$ cat config.mk
export PLATFORM = sky130hd
export DESIGN_NAME = multi_source_enumerator
export DESIGN_NICKNAME = d
export VERILOG_FILES = /design/src/rtl/multi_source_enumerator.sv
export SDC_FILE = /design/constraint.sdc
export NUM_CORES = 1
export LEC_CHECK = 0
export ABC_CLOCK_PERIOD_IN_PS = 5000
export CAP_MARGIN = 20
export CORE_UTILIZATION = 50
export DETAILED_ROUTE_END_ITERATION = 16
export PLACE_DENSITY = 0.8
export SLEW_MARGIN = 0
export SYNTH_ARGS = -nofsm -noshare
export SYNTH_HDL_FRONTEND = slang
export SYNTH_SLANG_ARGS = --single-unit
$ cat constraint.sdc
create_clock -name clk -period 5 [get_ports clk]
set_clock_uncertainty 0.05 [all_clocks]
set_input_delay 1 -clock clk [delete_from_list [all_inputs] [get_ports clk]]
set_output_delay 1 -clock clk [all_outputs]
set_load 0.05 [all_outputs]
$ cat src/rtl/multi_source_enumerator.sv
// multi_source_enumerator
//   Accepts one predecessor-address mask per word, latches source-count
//   status flags, then streams each set tag index as one valid/ready beat.
//   An all-zero mask yields a single beat with out_src=0 flagged out_none.
// Ports
//   clk, rst_n           : clock, synchronous active-low reset
//   in_valid/in_ready    : mask input handshake (in_mask, in_word)
//   out_valid/out_ready  : beat output handshake
//   out_src, out_word    : current tag index, latched word index
//   out_last, out_none   : final beat of mask, empty-mask beat marker
//   src_count            : popcount of last accepted mask
//   multiple_source      : src_count >= 2
//   no_source            : src_count == 0
module multi_source_enumerator #(
    parameter int POS_num      = 11,
    parameter int POS_num_bit  = 4,
    parameter int word_num_bit = 4,
    parameter int SCAN_DIR     = 0
) (
    input  logic                    clk,
    input  logic                    rst_n,
    input  logic                    in_valid,
    output logic                    in_ready,
    input  logic [POS_num-1:0]      in_mask,
    input  logic [word_num_bit-1:0] in_word,
    output logic                    out_valid,
    input  logic                    out_ready,
    output logic [POS_num_bit-1:0]  out_src,
    output logic [word_num_bit-1:0] out_word,
    output logic                    out_last,
    output logic                    out_none,
    output logic [POS_num_bit-1:0]  src_count,
    output logic                    multiple_source,
    output logic                    no_source
);

    typedef enum logic [1:0] {IDLE, SCAN, EMPTY} state_t;

    state_t                  state_q, state_d;
    logic [POS_num-1:0]      residual_q, residual_d;
    logic [word_num_bit-1:0] word_q, word_d;
    logic [POS_num_bit-1:0]  count_q, count_d;
    logic                    multi_q, multi_d;
    logic                    none_q, none_d;

    logic [POS_num_bit-1:0]  in_pop;
    logic [POS_num_bit-1:0]  sel_src;
    logic                    one_left;
    logic                    accept;
    logic                    beat_done;

    // Popcount of the incoming mask; fits in POS_num_bit by construction.
    always_comb begin
        in_pop = '0;
        for (int unsigned i = 0; i < POS_num; i++) begin
            in_pop = in_pop + POS_num_bit'(in_mask[i]);
        end
    end

    // Priority pick over the residual: the last match in the loop wins, so
    // iterate from the far end toward the preferred end.
    always_comb begin
        sel_src = '0;
        for (int unsigned i = 0; i < POS_num; i++) begin
            if (SCAN_DIR == 0) begin
                if (residual_q[POS_num-1-i]) sel_src = POS_num_bit'(POS_num-1-i);
            end else begin
                if (residual_q[i]) sel_src = POS_num_bit'(i);
            end
        end
    end

    assign one_left = (residual_q != '0) &&
                      ((residual_q & (residual_q - POS_num'(1))) == '0);

    assign in_ready  = rst_n && (state_q == IDLE);
    assign out_valid = (state_q != IDLE);
    assign out_src   = (state_q == SCAN) ? sel_src : '0;
    assign out_last  = (state_q == SCAN) ? one_left : (state_q == EMPTY);
    assign out_none  = (state_q == EMPTY);
    assign out_word        = word_q;
    assign src_count       = count_q;
    assign multiple_source = multi_q;
    assign no_source       = none_q;

    assign accept    = in_valid && in_ready;
    assign beat_done = out_valid && out_ready;

    always_comb begin
        state_d    = state_q;
        residual_d = residual_q;
        word_d     = word_q;
        count_d    = count_q;
        multi_d    = multi_q;
        none_d     = none_q;
        case (state_q)
            IDLE: begin
                if (accept) begin
                    residual_d = in_mask;
                    word_d     = in_word;
                    count_d    = in_pop;
                    multi_d    = (in_pop >= POS_num_bit'(2));
                    none_d     = (in_pop == '0);
                    state_d    = (in_mask == '0) ? EMPTY : SCAN;
                end
            end
            SCAN: begin
                if (beat_done) begin
                    residual_d = residual_q & ~(POS_num'(1) << sel_src);
                    if (one_left) state_d = IDLE;
                end
            end
            EMPTY: begin
                if (beat_done) state_d = IDLE;
            end
            default: state_d = IDLE;
        endcase
    end

    always_ff @(posedge clk) begin
        if (!rst_n) begin
            state_q    <= IDLE;
            residual_q <= '0;
            word_q     <= '0;
            count_q    <= '0;
            multi_q    <= 1'b0;
            none_q     <= 1'b0;
        end else begin
            state_q    <= state_d;
            residual_q <= residual_d;
            word_q     <= word_d;
            count_q    <= count_d;
            multi_q    <= multi_d;
            none_q     <= none_d;
        end
    end

endmodule
==> results <==
## per-layer routing
| metal | vias up | global-route usage, % |
|---|---|---|
| li1 | 759 | - |
| met1 | 751 | 36.18 |
| met2 | 61 | 41.38 |
| met3 | 6 | 3.795 |
| met4 | 0 | 9.184 |
| met5 | - | 0 |
## placed cells by master, fill, tap and decap left out, drive strengths merged, types with 2 or more instances in the layout
| cell type | Yosys | layout |
|---|---|---|
| nor4 | 5 | 5 |
| mux2i | 2 | 2 |
| nor2 | 13 | 13 |
| a211o | 2 | 2 |
| o32ai | 2 | 2 |
| fa | 7 | 7 |
| a221oi | 2 | 2 |
| inv | 14 | 14 |
| a21oi | 15 | 15 |
| or3b | 2 | 2 |
| dfxtp | 23 | 23 |
| ha | 2 | 2 |
| clkbuf | 9 | 3 |
| o21ai | 9 | 9 |
| a22oi | 3 | 3 |
| a21o | 4 | 4 |
| a31oi | 3 | 3 |
| a311oi | 2 | 2 |
| nand3 | 12 | 12 |
| nor2b | 3 | 3 |
| clkdlybuf4s50 | 0 | 36 |
| nand2b | 3 | 3 |
| or4 | 2 | 2 |
| nand2 | 30 | 30 |
| nor3 | 8 | 8 |
| buf | 5 | 2 |
## worst max-delay path, cell delays in order
cell	delay (ps)
clkdlybuf4s50_1	490
inv_1	80
fa_1	560
fa_1	440
fa_1	490
inv_1	50
fa_1	400
fa_1	390
xnor2_1	190
nand2b_1	90
a21oi_1	160
a22oi_1	90
nor2_1	120
## per-stage QoR
| step | worst slack, ps | std cells | instance area, um^2 | total power, uW |
|---|---|---|---|---|
| floorplan | 1035 | 198 | 1568 | 485.0 |
| global placement | 449.3 | 253 | 1916 | 573.3 |
| detailed placement | 325.3 | 253 | 1916 | 584.4 |
| CTS | 663.8 | 257 | 1943 | 670.0 |
| global route | 493.9 | 257 | 1943 | 712.4 |
| finish | 660.2 | 257 | 1943 | 670.2 |
## area by class of cell
type / instances / area, um^2
Tap cell: 31 / 38.79
Sequential cell: 23 / 460.4
Timing Repair Buffer: 38 / 375.4
Multi-Input combinational cell: 147 / 988.4
Inverter: 14 / 52.55
Fill cell: 242 / 909.6
Clock inverter: 1 / 5.005
Clock buffer: 3 / 22.52
## power breakdown
group	total [uW]	switching [uW]	leakage, uW	internal [uW]
registers	236	27.8	0.000189	208
clock network	87.4	57.5	0.0000177	29.9
logic	347	213	0.000578	134
## worst min-delay path by stage
stage / from / endpoint / slack (ps)
floorplan: residual_q[8]$_SDFFE_PN0P_ / residual_q[8]$_SDFFE_PN0P_ / 450
global placement: out_word[2]$_SDFFE_PN0P_ / out_word[2]$_SDFFE_PN0P_ / 390
detailed placement: src_count[1]$_SDFFE_PN0P_ / src_count[1]$_SDFFE_PN0P_ / 400
CTS: src_count[1]$_SDFFE_PN0P_ / src_count[1]$_SDFFE_PN0P_ / 420
global route: out_word[0]$_SDFFE_PN0P_ / out_word[0]$_SDFFE_PN0P_ / 440
finish: src_count[1]$_SDFFE_PN0P_ / src_count[1]$_SDFFE_PN0P_ / 410
## cell families (layout without fill, tap and decap cells)
kind of cell,after synthesis,count (layout),share of synthesized area (%)
flip-flops,23,23,29.37
buffers and inverters,28,56,7.582
XOR/XNOR,1,1,0.5588
AND/OR/NAND/NOR,83,83,25.78
adder cells (fa/ha/maj),9,9,10.53
AO/OA/AOI/OAI,51,51,24.18
multiplexers,3,3,1.995
## flip-flops by register name, indices dropped and copies added, names as in the netlist
| signal | flops |
|---|---|
| residual_q | 11 |
| out_word | 4 |
| state_q | 2 |
| multiple_source | 1 |
| no_source | 1 |
| src_count | 4 |
==> metrics.yaml <==
sta:
  worst_slew_pin_slew_ps: 857.4
  max_freq_ghz: 0.2304
  relSlewSlack_pct: 42.63
  min_period_ps: 4340
  whs_ps: 413.6
  finalSetupTns_ps: 0
  rsz0062_at_grt: "false"
  hold_violations: 0
  finalCritPeriodShare_pct: 86.80
  final-setup-viol-count: 0
  slew_viol_final: 0
synth:
  yosysTopAreaCell: "dfxtp_1"
  syn_nets: 226
  synth_edf_count: 0
  yosys_warnings: 0
  synth_area_um2: 1568
  synth-seq-cells: 23
  synth.most_common_cell: "nand2_1"
  ys_types: 47
  syn_inst: 198
  synth_common_cells: "nand2_1 (30), dfxtp_1 (23), a21oi_1 (15)"
  synth.top_cell.area_share_pct: 29.37
  synth-async-reset-ratio_pct: 0
  seq_area_frac_synth_pct: 29.37
  avgSynthCellArea_um2: 7.918
  synth_flop_cell: "dfxtp_1"
  synth_area_leaders: "dfxtp_1 (29%), fa_1 (8.9%), nand2_1 (7.2%)"
drt:
  top_layer: "met4"
  wl_met2_um: 1980
  drt_wl_total_um: 4010
  wl_met3_um: 261
  first_pass_iters: 4
  vias_per_cell: 6.136
  wl_per_cell_um: 15.60
  m1WireLength_um: 1721
  vias: 1577
  ant_nets: 0
  drt_iter0_drc: 111
  drc: 0
clocking:
  hold_buffers: 0
  cts_htree_levels: 1
  cts-root-buf: "clkbuf_4"
  clockBufferDepth: 2
  clock_latency_ps: 310
  cts_setup_buffers: 0
  cts.clk_slew.worst_paths_ps: 130
  cts_sinks: 23
  cts_tree: "yes"
  cts_buffers: 3
  cts.repair.resized: 0
critical_path:
  crit_path_start: "in_mask[0]"
  endpoint: "no_source$_SDFFE_PN0P_"
  regToRegSetupSlack_ps: 2910
  r2r_start: "state_q[0]$_SDFFE_PN0P_"
  crit_type: "input port to flip-flop"
  cp-start-kind: "input port"
  endpoint_kind: "flip-flop"
  r2r_end: "residual_q[7]$_SDFFE_PN0P_"
  crit_arrival_ps: 4540
  crit_fanout: 2
  required_ps: 5200
  reg2reg_depth: 5
floorplan:
  die_w_um: 58.00
  die_h_um: 58.00
  ios: 37
  start_util_pct: 54.96
  die_area_um2: 3363
  num_rows: 19
  core_um2: 2853
global_routing:
  grt.overflow.total: 0
  grt_pass1_wl_um: 6762
  grt_pass1_vias: 1474
  grt_max_degree: 18
  grt_usage_pct: 25.99
  antenna_found_initial: 0
cells_and_area:
  areaGrowthSynthToFinish_pct: 23.94
  fin_nets: 255
  diodes: 0
  fin_util_pct: 68.11
  layout-drive-gt1-share_pct: 6.195
placement:
  dp_hpwl_um: 3169
  io_buffers: 36
  gp_congestion: 0.8900
pwr:
  leakage_uw: 0.0007844
  ir_drop_v: 0.0002672
  power_density_nw_per_um2: 344.9
min_path:
  holdPathStages: 2
  hp-class: "flip-flop to flip-flop"
outcome:
  outcome: "complete, no violations"
run:
  max_cap_violations: 0
Power figures use the tool's default switching activity.
==> patch, RTL diff (same flow settings) <==
`POS_num`: 11 -> 10.
--- a/src/rtl/multi_source_enumerator.sv
+++ b/src/rtl/multi_source_enumerator.sv
@@ -12,7 +12,7 @@
 //   multiple_source      : src_count >= 2
 //   no_source            : src_count == 0
 module multi_source_enumerator #(
-    parameter int POS_num      = 11,
+    parameter int POS_num      = 10,
     parameter int POS_num_bit  = 4,
     parameter int word_num_bit = 4,
     parameter int SCAN_DIR     = 0
Interface: changed (resized in_mask); port bits go from 37 to 36. The function was not compared with the original's and may differ.
==> patch against the unedited design <==
Cell area fell by 6.2%; sequential share of layout area rose by 0.48 points; synthesized area fell by 6.7%; wire length fell by 11%; worst setup slack improved by 44 ps; register-to-register slack improved by 220 ps; sequential cell count fell by 1; power fell by 21%; critical endpoint unchanged.
==> patch: results (changes against the unedited design) <==
| Metric | Value |
|---|---|
| Status | completed (unchanged) |
| Total track usage | 24.4% (was 26.0%) |
| First-pass GRT wire length | 6230 um (was 6760 um) |
| Ys flop type | dfxtp_1 (unchanged) |
| Nets | 237 (was 255) |
| Delay-heaviest family, CP | adder cells (unchanged) |
| Fillers | 253 (was 242) |
| Mapped Nets | 206 (was 226) |
| N_diodes | 0 (unchanged) |
| Worst Path Max Fanout | 3 (was 2) |
| Max IR drop VDD | 0.233 mV (was 0.267 mV) |
| Later-pin clock latency in the skew report | 310 ps (about the same) |
| DPL Wire Length | 2670 um (was 3170 um) |
| Pleak | 0.711 nW (was 0.784 nW) |
| Largest net degree at the start of global routing | 24 (was 18) |
| Clock slew at reported path FFs | 130 ps (about the same) |
| Share of cells above drive strength 1 | 7.21% (was 6.19%) |
| Worst Max-Slew Pin Slew | 820 ps (was 857 ps) |
| Vias | 1398 (was 1577) |
| WL/cell | 14.9 um (was 15.6 um) |
| Count of cell types in the netlist | 49 (was 47) |
| Register area share after synthesis | 30.1% (was 29.4%) |
| Max reg flops | 10 (was 11) |
| IO Port Bufs | 35 (was 36) |
| Data arrival, critical path | 4500 ps (was 4540 ps) |
| Asr flop ratio synth | 0% (unchanged) |
| Dominant cells by area after synthesis | dfxtp_1 (30%), fa_1 (8.2%), nand2_1 (6.9%) (was dfxtp_1 (29%), fa_1 (8.9%), nand2_1 (7.2%)) |
| RD Place Congestion | 0.842 (was 0.890) |
| Ys Warns | 0 (unchanged) |
| CP max stage delay | 550 ps |
| DRT iter0 DRCs | 79 (was 111) |
| Yosys top cell area share | 30.1% (was 29.4%) |
| Cells after Synth | 179 (was 198) |
| Final instance area | 1820 sq um (was 1940 sq um) |
| Vias per cell | 5.85 (was 6.14) |
| Worst Hold Class | flip-flop to flip-flop (unchanged) |
| DRT Pass-1 Iters | 4 (unchanged) |
| # Post-CTS Setup Buffers | 0 (unchanged) |
| CP max stage cell | fa_1 (unchanged) |
| Synth cell count leaders | nand2_1 (27), dfxtp_1 (22), inv_1 (16), o21ai_0 (14), nor2_1 (8) (was nand2_1 (30), dfxtp_1 (23), a21oi_1 (15), inv_1 (14), nor2_1 (13)) |
| H-tree depth | 1 (unchanged) |
==> patch: cell type report <==
type	count	area share (%)
clock buffer	3	1.24
timing repair buffer	37	20.1
multi-input combinational	130	49.1
inverter	16	3.30
tap	31	2.13
sequential	22	24.2
==> patch: kinds of logic (layout without fill, tap and decap cells) <==
| kind of cell | count (synthesis) | after routing | share of synthesized area [%] |
|---|---|---|---|
| AOI/OAI and AO/OA | 51 | 51 | 24.0 |
| xor gates and xnor gates | 1 | 1 | 0.599 |
| adders and majority gates | 11 | 11 | 12.1 |
| buffers and inverters | 27 | 56 | 9.07 |
| DFF | 22 | 22 | 30.1 |
| and+or+nand+nor | 67 | 67 | 24.0 |
==> patch: worst paths after layout <==
kind | start | end | slack, ps | cells after the start
worst max-delay path | in_mask[3] | no_source$_SDFFE_PN0P_ | 700 | 13
worst max register to register | residual_q[0]$_SDFFE_PN0P_ | residual_q[7]$_SDFFE_PN0P_ | 3130 | 4
worst min register to register | out_word[0]$_SDFFE_PN0P_ | out_word[0]$_SDFFE_PN0P_ | 420 | 2
worst min-delay path | out_word[0]$_SDFFE_PN0P_ | out_word[0]$_SDFFE_PN0P_ | 420 | 2
==> patch: worst register-to-register path: cells and delay by family (launching register included) <==
family | cells | cell delay, ps
AND/OR/NAND/NOR | 2 | 960
flip-flops | 1 | 420
AO/OA/AOI/OAI | 2 | 340
==> patch: metrics by stage <==
| stage | setup WS (ps) | hold slack (ps) |
|---|---|---|
| 2_1_floorplan | 1080 | 460 |
| 3_3_place_gp | 475 | 395 |
| 3_5_place_dp | 418 | 402 |
| 4_1_cts | 727 | 424 |
| 5_1_grt | 505 | 441 |
| 6_report | 704 | 421 |
==> patch: metal layers <==
layer | vias to the layer above | track usage [%] | share of wire (%)
met1 | 666 | 31.7 | 45
li1 | 675 | - | -
met4 | 0 | 9.06 | 1.0
met2 | 53 | 41.2 | 48
met3 | 4 | 3.26 | 5.3
met5 | - | 0 | 0
==> patch: power breakdown <==
part,switching [mW],internal [mW]
Combinational,0.144,0.0952
Clock,0.0554,0.0282
Sequential,0.0161,0.191
